File: src/rtl/hv_fold_distance_accum.sv
// Pipelined Hamming-distance accumulator for folded hypervectors: one fold pair per cycle is
// XOR-ed and popcounted, and NUM_FOLDS partial counts are summed into a single distance.
module hv_fold_distance_accum #(
    parameter int NUM_FOLDS       = 5,
    parameter int NUM_FOLDS_WIDTH = 3,
    parameter int FOLD_WIDTH      = 400,
    parameter int DISTANCE_WIDTH  = 11
) (
    input  logic                       clk,
    input  logic                       rst,
    input  logic                       fold_valid,
    output logic                       fold_ready,
    input  logic [FOLD_WIDTH-1:0]      query_fold,
    input  logic [FOLD_WIDTH-1:0]      class_fold,
    output logic [NUM_FOLDS_WIDTH-1:0] fold_idx,
    output logic                       dist_valid,
    input  logic                       dist_ready,
    output logic [DISTANCE_WIDTH-1:0]  distance
);

    localparam int PC_WIDTH    = $clog2(FOLD_WIDTH + 1);
    localparam int TREE_LEVELS = $clog2(FOLD_WIDTH);
    localparam int TREE_LEAVES = 1 << TREE_LEVELS;

    logic [FOLD_WIDTH-1:0]      diffBits;
    logic [PC_WIDTH-1:0]        treeSum;

    logic [NUM_FOLDS_WIDTH-1:0] foldIdx_q, foldIdx_d;
    logic [PC_WIDTH-1:0]        pc_q, pc_d;
    logic                       pcValid_q, pcValid_d;
    logic                       pcLast_q, pcLast_d;
    logic [DISTANCE_WIDTH-1:0]  acc_q, acc_d;
    logic [DISTANCE_WIDTH-1:0]  distance_q, distance_d;
    logic                       distValid_q, distValid_d;

    logic                       stall;
    logic                       accept;
    logic                       advance;
    logic                       lastSlot;
    logic [DISTANCE_WIDTH-1:0]  pcExt;

    assign diffBits = query_fold ^ class_fold;

    // Balanced popcount tree: leaves padded to a power of two, every node carries the full
    // PC_WIDTH so no partial sum can overflow.
    for (genvar l = 0; l <= TREE_LEVELS; l++) begin : g_level
        localparam int NODES = TREE_LEAVES >> l;
        logic [PC_WIDTH-1:0] levelSum [NODES];
        for (genvar k = 0; k < NODES; k++) begin : g_node
            if (l == 0) begin : g_leaf
                if (k < FOLD_WIDTH) begin : g_bit
                    assign levelSum[k] = PC_WIDTH'(diffBits[k]);
                end else begin : g_pad
                    assign levelSum[k] = '0;
                end
            end else begin : g_add
                assign levelSum[k] = g_level[l-1].levelSum[2*k] + g_level[l-1].levelSum[2*k+1];
            end
        end
    end

    assign treeSum = g_level[TREE_LEVELS].levelSum[0];

    always_comb begin
        stall    = pcValid_q && pcLast_q && distValid_q && !dist_ready;
        accept   = fold_valid && !stall;
        advance  = pcValid_q && !stall;
        lastSlot = (foldIdx_q == NUM_FOLDS_WIDTH'(NUM_FOLDS - 1));
        pcExt    = DISTANCE_WIDTH'(pc_q);

        foldIdx_d = foldIdx_q;
        if (accept) begin
            foldIdx_d = lastSlot ? '0 : foldIdx_q + NUM_FOLDS_WIDTH'(1);
        end

        pcValid_d = pcValid_q;
        pcLast_d  = pcLast_q;
        pc_d      = pc_q;
        if (!stall) begin
            pcValid_d = accept;
            pcLast_d  = accept && lastSlot;
            pc_d      = treeSum;
        end

        // A consumed result is dropped unless a fresh last fold overwrites it in the same cycle.
        acc_d       = acc_q;
        distance_d  = distance_q;
        distValid_d = distValid_q;
        if (distValid_q && dist_ready) begin
            distValid_d = 1'b0;
        end
        if (advance) begin
            if (pcLast_q) begin
                distance_d  = acc_q + pcExt;
                distValid_d = 1'b1;
                acc_d       = '0;
            end else begin
                acc_d = acc_q + pcExt;
            end
        end
    end

    always_ff @(posedge clk) begin
        if (rst) begin
            foldIdx_q   <= '0;
            pc_q        <= '0;
            pcValid_q   <= 1'b0;
            pcLast_q    <= 1'b0;
            acc_q       <= '0;
            distance_q  <= '0;
            distValid_q <= 1'b0;
        end else begin
            foldIdx_q   <= foldIdx_d;
            pc_q        <= pc_d;
            pcValid_q   <= pcValid_d;
            pcLast_q    <= pcLast_d;
            acc_q       <= acc_d;
            distance_q  <= distance_d;
            distValid_q <= distValid_d;
        end
    end

    assign fold_ready = !stall;
    assign fold_idx   = foldIdx_q;
    assign dist_valid = distValid_q;
    assign distance   = distance_q;

endmodule

File: config.mk
export PLATFORM = sky130hd
export DESIGN_NAME = hv_fold_distance_accum
export DESIGN_NICKNAME = d
export VERILOG_FILES = /design/src/rtl/hv_fold_distance_accum.sv
export SDC_FILE = /design/constraint.sdc
export NUM_CORES = 1
export LEC_CHECK = 0
export ABC_AREA = 0
export CORE_AREA = 2 2 321 323
export DETAILED_ROUTE_END_ITERATION = 16
export DIE_AREA = 0 0 323 325
export PLACE_DENSITY = 0.37
export SYNTH_ARGS = -nofsm -noshare
export SYNTH_HDL_FRONTEND = slang
export SYNTH_SLANG_ARGS = --single-unit
export TNS_END_PERCENT = 20
File: constraint.sdc
create_clock -name clk -period 24.4 [get_ports clk]
set_input_delay 2.44 -clock clk [delete_from_list [all_inputs] [get_ports clk]]
set_output_delay 2.44 -clock clk [all_outputs]
set_load 0.05 [all_outputs]
==> results of run 1 <==
==> cell usage after synthesis, types with 3 or more instances <==
cell and n:
fa_1 386, xor2_1 336, inv_1 261, ha_1 170
xnor2_1 126, a21oi_1 70, nand2_1 49, dfxtp_1 37
a21o_1 34, nor2b_1 30, nor2_1 19, nand3_1 16
o21ai_0 12, clkbuf_1 9, nand4_1 6, nor3_1 6
nand2b_1 5, a211oi_1 4, nand3b_1 4, o311ai_0 4
or4_1 4, buf_1 3, nor3b_1 3, nor4_1 3
==> cell families (layout without fill, tap and decap cells) <==
logic type                 Yosys count  in the layout  share of synthesized area
adders and majority gates          556            556                      0.569
xor gates and xnor gates           462            462                      0.234
buffers and inverters              279           1091                     0.0611
and+or+nand+nor                    154            154                     0.0456
AOI/OAI and AO/OA                  135            135                     0.0478
DFF                                 37             37                     0.0428
other                                0              3                          0
==> worst max-delay path by stage <==
stage / start / to / slack [ns] / depth (start not counted)
2_1_floorplan: class_fold[349] / pc_q[8] / 13.33 / 32
3_3_place_gp: query_fold[285] / pc_q[7] / 12.28 / 29
3_5_place_dp: query_fold[285] / pc_q[7] / 12.31 / 29
4_1_cts: query_fold[285] / pc_q[7] / 12.60 / 29
5_1_grt: query_fold[285] / pc_q[7] / 12.19 / 29
6_report: query_fold[285] / pc_q[7] / 12.63 / 29
==> sequential cells by signal (all words and copies together), names as in the netlist <==
name and count:
distance 11, dist_valid 1, pcLast_q 1, pcValid_q 1, fold_idx 3, pc_q 9
acc_q 11
==> area by class of cell <==
type,instances,area (sq um)
flip-flops and latches,37,741
well taps,1368,1710
multi-input cells,1307,15500
fillers,10900,74000
inverters,263,987
clock buffers,5,125
repair buffers,820,8210
diodes,3,7.51
clock inverters,3,21.3
==> per-stage QoR <==
stage	hold slack [ns]	util
final	0.456	0.270
after CTS	0.460	0.270
after global placement	0.449	0.268
after global routing	0.468	0.270
after floorplan	0.436	-
after detailed placement	0.451	0.268
==> per-layer routing <==
layer / track usage / up-vias
li1: - / 6624
met1: 0.153 / 6698
met2: 0.263 / 365
met3: 0.0166 / 33
met4: 0.0149 / 2
met5: 0 / -
==> worst register-to-register path, stage by stage (launching register included) <==
cell     delay (ns)
dfxtp_1        0.61
nand2_1        0.19
nor2_2         0.53
inv_2          0.35
nand2_1        0.53
nor2_1         0.21
a311o_1        0.39
==> results.cfg, run 1 <==
[drt]
wl_met3_mm = 2.92
ant_nets = 0
drt-vias-per-instance = 3.61
wl_met1_mm = 27.1
dr.max_layer_used = met5
wl_per_cell_microns = 18.3
drc = 0
vias = 13700
met2RoutedLength_mm = 39.1
drtPass1Iterations = 4
first_iter_violations = 215
routed_wl_mm = 69.8

[grt]
grt_max_degree = 41
grt_pass1_wl_mm = 103
antenna_found_initial = 4
grt_pass1_vias = 16600
gr-total-overflow = 0
track_usage = 0.133

[setup_path]
required_ns = 24.58
cp.arrival_ns = 11.95
critPathKind = in2reg
crit_slowest_cell = fa_1
reg2reg_depth = 6
reg2reg_to = acc_q[9]
critPathLaunchType = input pin
slowest_delay_ns = 0.57
path_delay_family = adder cells
path_buf_inv = 8
rr_startpoint = pcLast_q
path_max_fanout = 4
reg2reg_slack_ns = 21.48
cp-end-kind = register
crit_path_frequent_cell = fa_1

[logic_synthesis]
async_flop_share = 0
synth-seq-area-share = 0.0428
synthTopCellsByArea = fa_1, xor2_1, ha_1, xnor2_1, inv_1
syn_nets = 2983
synth_top_area_frac = 0.446
synth-seq-cells = 37
synth_top_area_cell = fa_1
syn-cell-area_sq_um = 17300
postSynthCellCount = 1623
synthFlopType = dfxtp_1
syn_avg_cell_area_sq_um = 10.7
ys_warn_count = 0
synth_edf_count = 0
synth_cell_types = 45

[worst_hold_path]
hold_path.class = reg2reg
min_path_cells = 2
min_to = distance[5]
min_from = distance[5]

[timing]
setup_ws_ns = 12.63
tightest_slew_ns = 0.856
finalClockSkew_ns = 0.00970
tns_ns = 0
min_period_ns = 11.77
finalSetupViolations = 0
hold_viol_final = 0
max_freq_mhz = 84.9
min_period_over_period = 0.482
grt_setup_unrepaired = no
slew_headroom = 0.425
drv_slew = 0

[clock_network]
path_clk_slew_ns = 0.06
htreeDepth = 2
clk_latency_ns = 0.29
clockBufferDepth = 2
cts_tree = built
cts_root_buf = clkbuf_16
cts_made_buffers = 5
clkSinkCount = 37
post_cts_resize_count = 0
ctsHoldBuffers = 0
cts_setup_buffers = 0

[cells_and_area]
layout.nets = 3794
final_common_cell = clkdlybuf4s50_1
layout-drive-gt1-share = 0.00493
final_cell_mix = clkdlybuf4s50_1, fa_1, xor2_1
fin_cells = 3806
area_growth_pct = 57.7
fin_area_sq_um = 27300

[floorplanning]
die_h_microns = 325
die_area_sq_um = 105000
start_util = 0.171
core_sq_um = 101000
pin_count = 820
fp.dieW_microns = 323
num_rows = 117

[place]
placedInstanceArea_sq_um = 27200
dp_slack_ns = 12.31
place_congestion = 0.841
port_buffers = 819
dp_cells = 3795
hpwl_mm = 67.9

[flow_run]
maxCapViolations = 0

[outcome]
status = complete, no violations
Power of run 1 is left out: the tool's default activity adds up to more than one toggle a clock period on the data nets, which glitch-free logic cannot reach.
==> run 2, diff against run 1 <==
--- a/config.mk
+++ b/config.mk
@@ -6,10 +6,10 @@
 export NUM_CORES = 1
 export LEC_CHECK = 0
 export ABC_AREA = 0
-export CORE_AREA = 2 2 321 323
+export CORE_AREA = 2 2 322 324
 export DETAILED_ROUTE_END_ITERATION = 16
-export DIE_AREA = 0 0 323 325
-export PLACE_DENSITY = 0.37
+export DIE_AREA = 0 0 324 326
+export PLACE_DENSITY = 0.38
 export SYNTH_ARGS = -nofsm -noshare
 export SYNTH_HDL_FRONTEND = slang
 export SYNTH_SLANG_ARGS = --single-unit
==> constraint.sdc (replaced) <==
create_clock -name clk -period 10 [get_ports clk]
set_input_delay 1 -clock clk [delete_from_list [all_inputs] [get_ports clk]]
set_output_delay 1 -clock clk [all_outputs]
set_load 0.05 [all_outputs]
==> run 2 against run 1 <==
Register-to-register slack lost 14 ns. Via count increased by 1.4%. Die area rose by 0.62%. Global-route usage fell by 0.34 points. Setup slack worse by 12 ns. Critical path depth grew 2. Clock skew shrank 0.0011 ns. Hold slack got worse by 0.0012 ns. Critical endpoint is now pc_q[6]. Largest cell class unchanged. Highest routed layer is now met4.
==> results.cfg, run 2 (synthesis gave the netlist of run 1 again) <==
[clock_network]
clk_latency_ns = 0.29
clockBufferDepth = 2
cts_root_buf = clkbuf_16
path_clk_slew_ns = 0.06
cts_made_buffers = 5
clkSinkCount = 37
cts_tree = built
htreeDepth = 2

[place]
place_congestion = 0.839
port_buffers = 819
hpwl_mm = 66.4

[setup_path]
crit_slowest_cell = fa_1
path_max_fanout = 2
reg2reg_slack_ns = 7.13
required_ns = 10.23
crit_path_frequent_cell = fa_1
critPathKind = in2reg
rr_startpoint = pcLast_q
cp-end-kind = register
cp.arrival_ns = 10.05
startpoint = class_fold[251]
critPathLaunchType = input pin
slowest_delay_ns = 0.65

[cells_and_area]
fill_cells = 10800
final_cell_mix = clkdlybuf4s50_1, fa_1, xor2_1
layout-drive-gt1-share = 0.0634
layout.nets = 3836
num_antenna_cells = 0
final_common_cell = clkdlybuf4s50_1
area_growth_pct = 63.3
finish.utilization = 0.276

[drt]
drt-vias-per-instance = 3.61
ant_nets = 0
vias = 13900
routed_wl_mm = 68.5
first_iter_violations = 225
wl_per_cell_microns = 17.8
drc = 0
drtPass1Iterations = 4

[floorplanning]
die_area_sq_um = 106000
core_sq_um = 103000
die_h_microns = 326
num_rows = 118
fp.dieW_microns = 324
pin_count = 820
start_util = 0.169

[timing]
grt_setup_unrepaired = yes
finalSetupViolations = 0
min_period_ns = 9.82
tightest_slew_ns = 0.831
drv_slew = 0
slew_headroom = 0.444
finalClockSkew_ns = 0.00855
max_freq_mhz = 102
hold_viol_final = 0
min_period_over_period = 0.982

[grt]
grt_max_degree = 41
grt_pass1_wl_mm = 102
grt_pass1_vias = 16900
gr-total-overflow = 0
track_usage = 0.129
antenna_found_initial = 0

[worst_hold_path]
min_from = distance[1]
hold_path.class = reg2reg

[flow_run]
maxCapViolations = 0

[outcome]
status = complete, no violations
==> run 2: through the flow <==
step,hold slack [ns],setup TNS [ns],cells,setup WS (ns),area (sq um)
finish,0.454,0,3857,0.177,28300
global route,0.475,-0.742,3857,-0.228,28300
floorplan,0.436,0,1623,0.370,17300
detailed placement,0.451,-2.99,3848,-0.632,27500
global placement,0.449,-2.89,3848,-0.590,27500
CTS,0.458,0,3856,0.00788,28000
==> run 2: repair_timing <==
action                     in CTS  in global routing
hold buffers                    0                  0
pin swaps                      56                 63
setup buffers                   0                  1
gates resized for setup        75                 64
setup endpoints to repair       5                  5
==> run 2: cell type report <==
class                      instances  area [sq um]  share of cell area
tap                             1380          1730              0.0611
inverter                         263           987              0.0349
timing repair buffer             862          8590               0.304
sequential                        37           741              0.0262
clock inverter                     2          15.0            0.000531
multi-input combinational       1307         16100               0.569
clock buffer                       6           129             0.00456
==> run 2: worst max-delay path, delay by kind of cell <==
family / cells / cell delay (ns)
XOR/XNOR: 1 / 0.20
AND/OR/NAND/NOR: 2 / 0.20
AO/OA/AOI/OAI: 3 / 0.40
buffers and inverters: 9 / 0.97
adder cells (fa/ha/maj): 16 / 7.28
==> run 2: worst paths after layout <==
kind                       to  depth (start not counted)
setup / recovery      pc_q[6]                         31
hold / removal    distance[1]                          2
setup reg to reg     acc_q[9]                          6
hold reg to reg   distance[1]                          2
==> run 2: layer usage <==
layer  share of wire  vias up  GRT usage
li1                -     6675          -
met1            0.39     6848      0.150
met2            0.56      366      0.258
met3           0.042       23     0.0152
met4          0.0065        0    0.00916
met5               0        -          0
Power of run 2 is left out for the same reason.
==> RTL change (flow settings as in run 1) <==
Reset style: asynchronous (`rst`), changed in one clocked block.
--- a/src/rtl/hv_fold_distance_accum.sv
+++ b/src/rtl/hv_fold_distance_accum.sv
@@ -100,7 +100,7 @@
         end
     end
 
-    always_ff @(posedge clk) begin
+    always_ff @(posedge clk or posedge rst) begin
         if (rst) begin
             foldIdx_q   <= '0;
             pc_q        <= '0;
Check against the original RTL: differs if rst is asserted again (counterexample within 4 cycles, from zero or initial values and one cycle with rst high); with rst held inactive, the same outputs for 4 cycles.
==> RTL change against run 1 <==
  * Cell area is 3.7% higher
  * Routed wire length is 3.1% lower
  * Critical path type unchanged
  * Critical endpoint is now pc_q[7]
  * Area after synthesis is 5.5% higher
  * Sequential cell count stayed put
  * First-iteration DRC count is 1.9% lower
  * Worst setup slack worse by 0.45 ns
  * Global-route usage is 0.37 points lower
Power is left out: the tool's default activity adds up to more than one toggle a clock period on the data nets, which glitch-free logic cannot reach.
==> RTL change: results (changes against run 1) <==
Place
  – Post-DP HPWL: 66,380 um (was 67,940 um)
  – Final Wtd Congestion: 0.8519 (was 0.8411)
  – PortBufs: 819 (unchanged)

Synthesis
  – Unique masters post-synth: 40 (was 45)
  – Syn nets: 3,153 (was 2,983)
  – Syn avg cell area: 10.31 sq um (was 10.67 sq um)
  – Top cells by area, synth: fa_1 43%, xnor2_1 16%, ha_1 13%, inv_1 9.6%, xor2_1 6.6% (was fa_1 45%, xor2_1 17%, ha_1 12%, xnor2_1 6.4%, inv_1 5.7%)
  – Post-synth top cells: 469 x inv_1, 393 x fa_1, 330 x xnor2_1 (was 386 x fa_1, 336 x xor2_1, 261 x inv_1)
  – Top_reg_cell synth: dfrtp_1 (was dfxtp_1)
  – Xor and xnor area share after synthesis: 0.2243 (was 0.2337)
  – Synth warnings: 0 (unchanged)
  – Synth Area in Adders: 0.5559 (was 0.5691)
  – Register area share after synthesis: 0.05067 (was 0.04277)
  – Synth async-reset ratio: 1.000 (was 0)
  – Post-synthesis compound-gate area fraction: 0.03876 (was 0.04776)
  – Mux share of post-synthesis cell area: 0.007395 (was 0)

Detailed routing
  – Initial drt markers: 211 (was 215)
  – WL per Instance: 17.06 um (was 18.33 um)
  – Vias: 14,080 (was 13,720)
  – Pre-antenna DRT Iters: 4 (unchanged)

GRT
  – First-pass GRT wire length: 101,900 um (was 103,400 um)
  – Total global-route track usage: 0.1290 (was 0.1327)
  – Number of global-route vias before repair: 17,120 (was 16,610)
  – Antenna violations before repair: 1 (was 4)
  – Pin count of the biggest net entering global routing: 38 (was 41)

Run
  – Number of max-cap violations: 0 (unchanged)

Worst setup path
  – Slowest cell on crit path: fa_1 (unchanged)
  – Data arrival, critical path: 12.39 ns (was 11.95 ns)
  – Worst reg2reg path endpoint: acc_q[7] (was acc_q[9])
  – Path depth of the worst reg2reg path: 5 (was 6)
  – Reg2Reg Setup Slack: 22.28 ns (was 21.48 ns)
  – Worst-path fanout max: 2 (was 4)
  – Max incr delay on CP: 0.57 ns (about the same)
  – Reg-to-reg startpoint: pcLast_q (unchanged)

Clock tree
  – Post-CTS setup repair buffer count: 0 (unchanged)
  – Cts repair resizes: 0 (unchanged)
  – Total CTS buffers: 5 (unchanged)
  – Clk Latency, worst-skew pair: 0.27 ns (was 0.29 ns)
  – Reg clk slew, reported paths: 0.06 ns (about the same)
  – Root buffer cell: clkbuf_16 (unchanged)

Hold path
  – Worst hold endpoint: distance[10] (was distance[5])
  – Min-delay src: distance[10] (was distance[5])

Timing
  – Worst rel slew slack: 0.4870 (was 0.4253)
  – Max Clock Skew: 0.005797 ns (was 0.009697 ns)
  – Final hold vios: 0 (unchanged)

Status
  – Status: completed (unchanged)

Layout
  – Post-route insts no fill: 3,961 (was 3,806)
  – Fraction of layout cells with a size suffix above 1: 0.008488 (was 0.004928)
## RTL change: changes by cell type in the layout (fill, tap and decap cells not counted), sizes merged, moves of 8 or more
cell	change
dfxtp	-37
nor2b	-15
mux2	+12
xor2	-198
a21oi	-39
xnor2	+204
dfrtp	+37
nand3	-12
a21o	+8
inv	+206
nor2	-12
ha	+13
## RTL change: layout make-up
type,instances,area (sq um)
fillers,10840,72990
multi-input cells,1258,15540
repair buffers,820,8205
inverters,469,1760
well taps,1368,1712
flip-flops and latches,37,925.9
clock buffers,7,142.6
clock inverters,1,30.03
diodes,1,2.502
## RTL change: per-layer routing
layer,share of wire,global-route usage
met5,0,0
met4,0.0072,0.008291
met3,0.039,0.01283
met2,0.56,0.2597
met1,0.39,0.1497
## RTL change: logic make-up (layout without fill, tap and decap cells)
group,count (synthesis),in the layout
adders and majority gates,576,576
buffers and inverters,478,1297
xor gates and xnor gates,468,468
AOI/OAI and AO/OA,108,108
and+or+nand+nor,94,94
DFF,37,37
muxes,12,12
other,0,1
## RTL change: per-stage QoR
step	setup WS, ns	util	hold slack (ns)	area [sq um]
detailed placement	11.84	0.2778	0.4685	28140
floorplan	12.82	-	0.4426	18270
global placement	11.81	0.2778	0.4556	28140
finish	12.17	0.2795	0.4785	28320
global route	11.70	0.2795	0.5232	28320
CTS	12.10	0.2795	0.4834	28310
## RTL change: how the worst max path moves through the flow
stage | slack, ns | cells past startpoint | to | start
floorplan | 12.82 | 31 | pc_q[7] | query_fold[256]
global placement | 11.81 | 31 | pc_q[7] | query_fold[267]
detailed placement | 11.84 | 31 | pc_q[7] | class_fold[267]
CTS | 12.10 | 31 | pc_q[7] | class_fold[267]
global route | 11.70 | 31 | pc_q[7] | class_fold[267]
finish | 12.17 | 31 | pc_q[7] | class_fold[267]
